File: config.mk
export PLATFORM = sky130hd
export DESIGN_NAME = mips_multicycle_control
export DESIGN_NICKNAME = d
export VERILOG_FILES = /design/src/rtl/mips_multicycle_control.sv
export SDC_FILE = /design/constraint.sdc
export NUM_CORES = 1
export LEC_CHECK = 0
export ABC_AREA = 1
export BUFFER_PORTS_ARGS = -buffer_cell sky130_fd_sc_hd__buf_4
export CORE_MARGIN = 5
export CORE_UTILIZATION = 57
export CTS_CLUSTER_DIAMETER = 150
export CTS_CLUSTER_SIZE = 20
export DETAILED_ROUTE_END_ITERATION = 10
export PLACE_DENSITY = 0.83
export SLEW_MARGIN = 20
export SYNTH_ARGS = -nofsm -noshare
export SYNTH_HDL_FRONTEND = slang
export SYNTH_SLANG_ARGS = --single-unit
File: constraint.sdc
create_clock -name clk -period 4.6 [get_ports clk]
set_input_delay 0.92 -clock clk [delete_from_list [all_inputs] [get_ports clk]]
set_output_delay 0.92 -clock clk [all_outputs]
set_load 0.02 [all_outputs]
File: src/rtl/mips_multicycle_control.sv
// Multicycle MIPS control FSM: sequences fetch/decode/execute/memory/writeback,
// waits on a memory-ready handshake with timeout, flags illegal encodings and counts retirements.
module mips_multicycle_control #(
  parameter int MEM_WAIT_EN    = 1,
  parameter int TIMEOUT_CYCLES = 16,
  parameter int CNT_W          = 16
) (
  input  logic             clk,
  input  logic             reset,
  input  logic [5:0]       opcode,
  input  logic [5:0]       funct,
  input  logic             zero,
  input  logic             mem_ready,
  output logic             pc_write,
  output logic [1:0]       pc_src,
  output logic             ir_write,
  output logic             mem_read,
  output logic             mem_write,
  output logic             reg_write,
  output logic             mem_to_reg,
  output logic             destination_indicator,
  output logic             srcA_sel,
  output logic [1:0]       mux4selector,
  output logic [3:0]       ALUControl,
  output logic             illegal_instr,
  output logic             timeout_err,
  output logic [CNT_W-1:0] retired_count,
  output logic [3:0]       state_out
);

  localparam int WAIT_W = $clog2(TIMEOUT_CYCLES);
  localparam logic [WAIT_W-1:0] WAIT_LAST = WAIT_W'(TIMEOUT_CYCLES - 1);

  typedef enum logic [3:0] {
    S_START     = 4'd0,
    S_FETCH     = 4'd1,
    S_DECODE    = 4'd2,
    S_EXEC_R    = 4'd3,
    S_EXEC_I    = 4'd4,
    S_MEM_ADDR  = 4'd5,
    S_MEM_READ  = 4'd6,
    S_MEM_WRITE = 4'd7,
    S_WB_ALU    = 4'd8,
    S_WB_MEM    = 4'd9,
    S_BRANCH    = 4'd10,
    S_JUMP      = 4'd11,
    S_ILLEGAL   = 4'd12,
    S_TIMEOUT   = 4'd13
  } state_t;

  // fetch/branch mark states whose pc_write/ir_write also depend on live inputs
  typedef struct packed {
    logic       pc_write;
    logic [1:0] pc_src;
    logic       mem_read;
    logic       mem_write;
    logic       reg_write;
    logic       mem_to_reg;
    logic       dest;
    logic       srca;
    logic [1:0] srcb;
    logic [3:0] alu;
    logic       fetch;
    logic       branch;
  } ctrl_t;

  function automatic logic [3:0] r_alu(input logic [5:0] fn);
    case (fn)
      6'h22:   return 4'd3;
      6'h24:   return 4'd5;
      6'h25:   return 4'd6;
      6'h00:   return 4'd8;
      default: return 4'd2;
    endcase
  endfunction

  function automatic logic [3:0] i_alu(input logic [5:0] op);
    case (op)
      6'h0C:   return 4'd5;
      6'h0D:   return 4'd6;
      default: return 4'd2;
    endcase
  endfunction

  function automatic state_t decode_next(input logic [5:0] op, input logic [5:0] fn);
    case (op)
      6'h00: begin
        case (fn)
          6'h20, 6'h22, 6'h24, 6'h25, 6'h00: return S_EXEC_R;
          default:                           return S_ILLEGAL;
        endcase
      end
      6'h08, 6'h0C, 6'h0D: return S_EXEC_I;
      6'h23, 6'h2B:        return S_MEM_ADDR;
      6'h04, 6'h05:        return S_BRANCH;
      6'h02:               return S_JUMP;
      default:             return S_ILLEGAL;
    endcase
  endfunction

  function automatic ctrl_t moore_ctrl(input state_t st, input logic [5:0] op, input logic [5:0] fn);
    ctrl_t c;
    c     = '0;
    c.alu = 4'd2;
    case (st)
      S_FETCH:     begin c.mem_read = 1'b1; c.srcb = 2'd1; c.fetch = 1'b1; end
      S_DECODE:    c.srcb = 2'd3;
      S_EXEC_R:    begin c.srca = 1'b1; c.srcb = 2'd0; c.alu = r_alu(fn); end
      S_EXEC_I:    begin c.srca = 1'b1; c.srcb = 2'd2; c.alu = i_alu(op); end
      S_MEM_ADDR:  begin c.srca = 1'b1; c.srcb = 2'd2; end
      S_MEM_READ:  c.mem_read = 1'b1;
      S_MEM_WRITE: c.mem_write = 1'b1;
      S_WB_ALU:    begin c.reg_write = 1'b1; c.dest = (op == 6'h00); end
      S_WB_MEM:    begin c.reg_write = 1'b1; c.mem_to_reg = 1'b1; end
      S_BRANCH:    begin c.srca = 1'b1; c.srcb = 2'd0; c.alu = 4'd3; c.pc_src = 2'd1; c.branch = 1'b1; end
      S_JUMP:      begin c.pc_src = 2'd2; c.pc_write = 1'b1; end
      default:     c.alu = 4'd2;
    endcase
    return c;
  endfunction

  state_t              state_r, state_nxt_s;
  ctrl_t               ctrl_r;
  logic [WAIT_W-1:0]   wait_cnt_r, wait_cnt_nxt_s;
  logic                illegal_r, timeout_r;
  logic [CNT_W-1:0]    retired_r;
  logic                ready_s, stall_timeout_s, wait_state_s, retire_s, br_taken_s;

  assign ready_s         = (MEM_WAIT_EN == 0) ? 1'b1 : mem_ready;
  assign stall_timeout_s = !ready_s && (wait_cnt_r == WAIT_LAST);
  assign wait_state_s    = (state_r == S_FETCH) || (state_r == S_MEM_READ) || (state_r == S_MEM_WRITE);
  assign br_taken_s      = (opcode == 6'h05) ? ~zero : zero;

  // Next-state selection; ready in the last allowed stall cycle beats the timeout
  always_comb begin
    state_nxt_s = state_r;
    case (state_r)
      S_START:     state_nxt_s = S_FETCH;
      S_FETCH:     if (ready_s) state_nxt_s = S_DECODE;
                   else if (stall_timeout_s) state_nxt_s = S_TIMEOUT;
                   else state_nxt_s = S_FETCH;
      S_DECODE:    state_nxt_s = decode_next(opcode, funct);
      S_EXEC_R:    state_nxt_s = S_WB_ALU;
      S_EXEC_I:    state_nxt_s = S_WB_ALU;
      S_MEM_ADDR:  if (opcode == 6'h23) state_nxt_s = S_MEM_READ;
                   else state_nxt_s = S_MEM_WRITE;
      S_MEM_READ:  if (ready_s) state_nxt_s = S_WB_MEM;
                   else if (stall_timeout_s) state_nxt_s = S_TIMEOUT;
                   else state_nxt_s = S_MEM_READ;
      S_MEM_WRITE: if (ready_s) state_nxt_s = S_FETCH;
                   else if (stall_timeout_s) state_nxt_s = S_TIMEOUT;
                   else state_nxt_s = S_MEM_WRITE;
      S_WB_ALU, S_WB_MEM, S_BRANCH, S_JUMP: state_nxt_s = S_FETCH;
      default:     state_nxt_s = state_r;
    endcase
  end

  // Stall counter only runs while a memory state keeps waiting in place
  always_comb begin
    wait_cnt_nxt_s = '0;
    if (wait_state_s && !ready_s && (state_nxt_s == state_r)) wait_cnt_nxt_s = wait_cnt_r + WAIT_W'(1);
    else wait_cnt_nxt_s = '0;
  end

  // Retirement happens on the edge from a completing state back to FETCH
  always_comb begin
    retire_s = 1'b0;
    case (state_r)
      S_MEM_WRITE, S_WB_ALU, S_WB_MEM, S_BRANCH, S_JUMP: retire_s = (state_nxt_s == S_FETCH);
      default: retire_s = 1'b0;
    endcase
  end

  // State, Moore outputs of the upcoming state, sticky flags and retire counter
  always_ff @(posedge clk) begin
    if (reset) begin
      state_r    <= S_START;
      ctrl_r     <= moore_ctrl(S_START, opcode, funct);
      wait_cnt_r <= '0;
      illegal_r  <= 1'b0;
      timeout_r  <= 1'b0;
      retired_r  <= '0;
    end else begin
      state_r    <= state_nxt_s;
      ctrl_r     <= moore_ctrl(state_nxt_s, opcode, funct);
      wait_cnt_r <= wait_cnt_nxt_s;
      illegal_r  <= illegal_r | (state_nxt_s == S_ILLEGAL);
      timeout_r  <= timeout_r | (state_nxt_s == S_TIMEOUT);
      if (retire_s) retired_r <= retired_r + CNT_W'(1);
      else retired_r <= retired_r;
    end
  end

  assign pc_write              = ctrl_r.pc_write | (ctrl_r.fetch & ready_s) | (ctrl_r.branch & br_taken_s);
  assign ir_write              = ctrl_r.fetch & ready_s;
  assign pc_src                = ctrl_r.pc_src;
  assign mem_read              = ctrl_r.mem_read;
  assign mem_write             = ctrl_r.mem_write;
  assign reg_write             = ctrl_r.reg_write;
  assign mem_to_reg            = ctrl_r.mem_to_reg;
  assign destination_indicator = ctrl_r.dest;
  assign srcA_sel              = ctrl_r.srca;
  assign mux4selector          = ctrl_r.srcb;
  assign ALUControl            = ctrl_r.alu;
  assign illegal_instr         = illegal_r;
  assign timeout_err           = timeout_r;
  assign retired_count         = retired_r;
  assign state_out             = state_r;

endmodule

Word-level counts from Yosys, hierarchy flattened --
Cells that the tools add are included.
Word-level totals: input bits 16, logic and storage cells 113, flip-flop bits (word level) 43
Cells by class: mux-type cells 25, bitwise operators 9, reduce and logical (&&, ||, !) cells 22, equality and inequality tests 38, add/subtract/negate cells 2
Operator list (number):
- 4-bit equality test, second input constant | 11
- 6-bit equality test, second input constant | 6
- 4-bit by 3-bit equality test with 1-bit output, second input constant | 8
- 4-bit 2-to-1 mux | 7
- 4-bit case mux with 7 select lines | 1
- 4-bit case mux with 5 select lines | 1
- 6-bit by 4-bit equality test with 1-bit output, second input constant | 3
- 16-bit by 1-bit adder with 16-bit output, second input constant | 1
- 4-bit by 2-bit equality test with 1-bit output, second input constant | 4
- 4-bit case mux with 4 select lines | 1
- 2-bit OR reduction | 8
- 5-bit OR reduction | 3
- 6-bit by 3-bit equality test with 1-bit output, second input constant | 2
- 6-bit logical NOT | 2
- 4-bit case mux with 3 select lines | 1
- 1-bit 2-to-1 mux | 11
- 4-bit by 1-bit equality test with 1-bit output, second input constant | 2
- 6-bit by 2-bit equality test with 1-bit output, second input constant | 1
- 2-bit case mux with 3 select lines | 1
- 3-bit case mux with 2 select lines | 1
- 4-bit by 1-bit adder with 4-bit output, second input constant | 1
- 4-bit equality test | 1
- 4-bit logical NOT | 1
- 1-bit OR | 4
- 8 further kinds | 14

Logic depth before layout (Yosys ltp) --
depth after elaboration 9, mapped depth 16, gate-level depth less buffers 16

Worst setup path before layout --
OpenSTA, ideal clock, no wires.
path type input -> output, from input opcode[5], to output pc_write, buffers on the path 0, setup slack 2.007 ns, data arrival time 1.673 ns, stages 5, path through nor2_4 -> nand3_1 -> nor2_1 -> nand2_1 -> a211o_1
On the way: word-level cells in the longest chain between the ends 4
RTL lines:
- start: declaration | line 10 | input logic [5:0] opcode,
- 6-bit by 3-bit equality test with 1-bit output | line 132 | assign br_taken_s = (opcode == 6'h05) ? ~zero : zero;
- 1-bit 2-to-1 mux | line 132
- 1-bit bitwise AND | line 194 | assign pc_write = ctrl_r.pc_write | (ctrl_r.fetch & ready_s) | (ctrl_r.branch & br_taken_s);
- 1-bit OR | line 194
- end: declaration | line 14 | output logic pc_write,
Every way passes these cells.

Worst setup path after layout --
Same ends and word-level chain as after synthesis.

==> impl_results.md <==
* Status: complete, no violations
* Worst path arrival time at 1.94 ns
* Clock Path Buffers at 2
* Final Max Tran Viols at 0
* Final WL at 5680 um
* Syn nets at 385
* Distinct cell type count after synthesis at 32
* Die Height at 75.9 um
* Peak VDD IR at 0.207 mV
* Area Overhead vs Synth at 17.6%
* Worst hold path class: flop to flop
* DRC Markers at 0
* Final nets at 429
* Required time of the critical path at 3.68 ns
* Most frequent cells in the layout: nand2_1, nor2_1, buf_4, dfxtp_1, inv_1
* Ys flop type: dfxtp_1
* Initial antenna violation count at 0
* Crit-path slowest cell: a211o_1
* N_diodes at 0
* Crit Reg-Reg Startpoint: state_out[2]
* Top cell type's share of synthesized area at 34.0%
* Via Count at 2473
* Synth warn at 0
* F_max at 350 MHz
* Setup CP Type: input pin to output port
* Worst reg-to-reg setup slack at 2.37 ns
* Minimum clock period at 2.86 ns
* CTS Root Cell: clkbuf_8
* Leak Pwr at 0.00137 uW
* Gr ovfl total at 0
* Yosys top cell by area: dfxtp_1
* Top post-synthesis cells by area: dfxtp_1, nand2_1, nor2_1
* CP Capture Type: output port
* Worst R2R Path Depth at 13
* Final hold vios at 0
* Post-synth ARST share at 0%
* Most common cell on crit path: buf_4
* Critical path destination: pc_write
* Global-route wire length before repair at 9460 um
* FILL cells at 381
* Register area share after synthesis at 34.0%
* CTS hold repair buffers at 0
* Worst clock skew at 0.00936 ns
* Post-CTS setup buffers at 0
* Avg Inst Size Synth at 6.74 um2
* Pin count of the biggest net entering global routing at 31
* Total number of H-tree levels at 2
* DIE WIDTH at 75.9 um
* Critical path peak fanout at 5
* Mapped Area at 2470 um2
* Most common cell after layout, fill and taps aside: nand2_1
* GRT Overall Usage at 21.2%
* Port bufs at 53
* Final setup violation count at 0
* Crit path buf inv count at 2
* Placeable Area at 4290 um2
* Yosys reg bits at 42
* Slew margin rel. at 50.2%
* Worst-Skew Late Latency at 0.30 ns
* Setup TNS at 0 ns
* I/O pins at 54
* Routed WL per cell at 12.2 um
* Initial Util at 57.6%
* Post-synth EDFFs at 0
* Clock sinks at 42
* FF-to-FF End: ALUControl[1]
* Fin crit share at 62.1%
* Hold wc startpoint: wait_cnt_r[0]
* DR iter-0 viols at 151
* Proportion of layout cells with a drive suffix above 1 at 19.4%
* RSZ-0062 raised after global routing: no
* Post-CTS Resized at 0
* Die ar. at 5760 um2
* Setup crit start kind: input pin
* Largest register FFs at 16
* Vias in the first global route at 2209
* Power per cell area at 295 nW/um2
* CTS Buf Count at 5
* CP peak stage delay at 0.28 ns
* First-pass DRT Iterations at 4
* Top Family by Delay on Critical Path: simple AND/OR/NAND/NOR gates
* Vias/cell at 5.33
* CP startpoint: opcode[5]
* GPL Wtd Cong at 0.865
* Clock transition at path regs at 0.09 ns
* Crit path depth at 7
* CTS tree: done
* Row cnt at 24
* Dpl hpwl at 4360 um
* Cells after synthesis at 367
* Max-cap violations at 0
* Cell Chain, Critical Path: buf_4, nor2_4, nand3_1, nor2_1, nand2_1, a211o_1, buf_4
* Antenna viol nets, final at 0
* Fin util at 67.7%
* Slew at the pin with the worst max-slew slack at 0.747 ns
[cell usage after synthesis (3+ instances only)]
library cell,n
inv_1,41
clkbuf_1,3
nor2_2,3
nand2_1,72
nor2_1,61
buf_4,9
dfxtp_1,42
a21oi_1,23
o21ai_0,8
xor2_1,9
nor4_1,3
nor3_1,11
nand2_2,4
nand4_1,22
inv_2,4
xnor2_1,6
nand3_1,26
[worst reg2reg max path, cell delays in order (launching register included)]
cell and delay [ns]:
dfxtp_1 0.50, nand2_2 0.13, inv_2 0.08, nand2_2 0.06, o21ai_0 0.08, nand2_1 0.08
nor2_2 0.15, nand2_2 0.12, nor2_4 0.40, nand2_1 0.20, nand2_1 0.11, nand2_1 0.08
nand2_1 0.07, nand2_1 0.06
[cell type report]
class	count	area, um2	area share [%]
multi-input combinational	264	1340	46.2
sequential	42	841	28.9
timing repair buffer	53	398	13.7
inverter	45	169	5.81
clock buffer	5	68.8	2.37
tap	52	65.1	2.24
clock inverter	3	25.0	0.860
[routing by layer]
layer	routed length [um]	up-vias	track usage [%]	part of all wire, %
met5	0	-	0	0
met3	336	7	3.83	5.9
li1	-	1278	-	-
met1	2390	1115	26.1	42
met2	2880	73	36.9	51
met4	77	0	7.18	1.4
[logic make-up after synthesis]
group,synth area share (%)
compound gates,7.89
xor+xnor,5.31
simple gates,40.1
fa+ha+maj,1.01
buf+inv,11.7
flops,34.0
[power breakdown]
group	internal (uW)	leakage, uW	switching [uW]
Combinational	70.0	0.000986	147
Sequential	381	0.000340	12.5
Clock	110	0.0000447	139
Total	560	0.00137	298
[worst min-delay path by stage]
stage,to,slack [ns],cells past startpoint
after floorplan,wait_cnt_r[0],0.42,1
after detailed placement,wait_cnt_r[0],0.44,1
after global placement,wait_cnt_r[0],0.43,1
final,wait_cnt_r[0],0.46,1
after global routing,wait_cnt_r[0],0.48,1
after CTS,wait_cnt_r[0],0.46,1
[through the flow]
| step | setup slack, ns | power, uW | hold slack, ns | area (um2) | std cells |
|---|---|---|---|---|---|
| 3_5_place_dp | 1.73 | 619 | 0.440 | 2820 | 456 |
| 3_3_place_gp | 1.77 | 614 | 0.432 | 2820 | 456 |
| 6_report | 1.74 | 858 | 0.456 | 2910 | 464 |
| 4_1_cts | 1.73 | 866 | 0.461 | 2910 | 464 |
| 5_1_grt | 1.67 | 912 | 0.483 | 2910 | 464 |
| 2_1_floorplan | 2.01 | 570 | 0.418 | 2470 | 367 |
(Power assumes the default switching activity.)
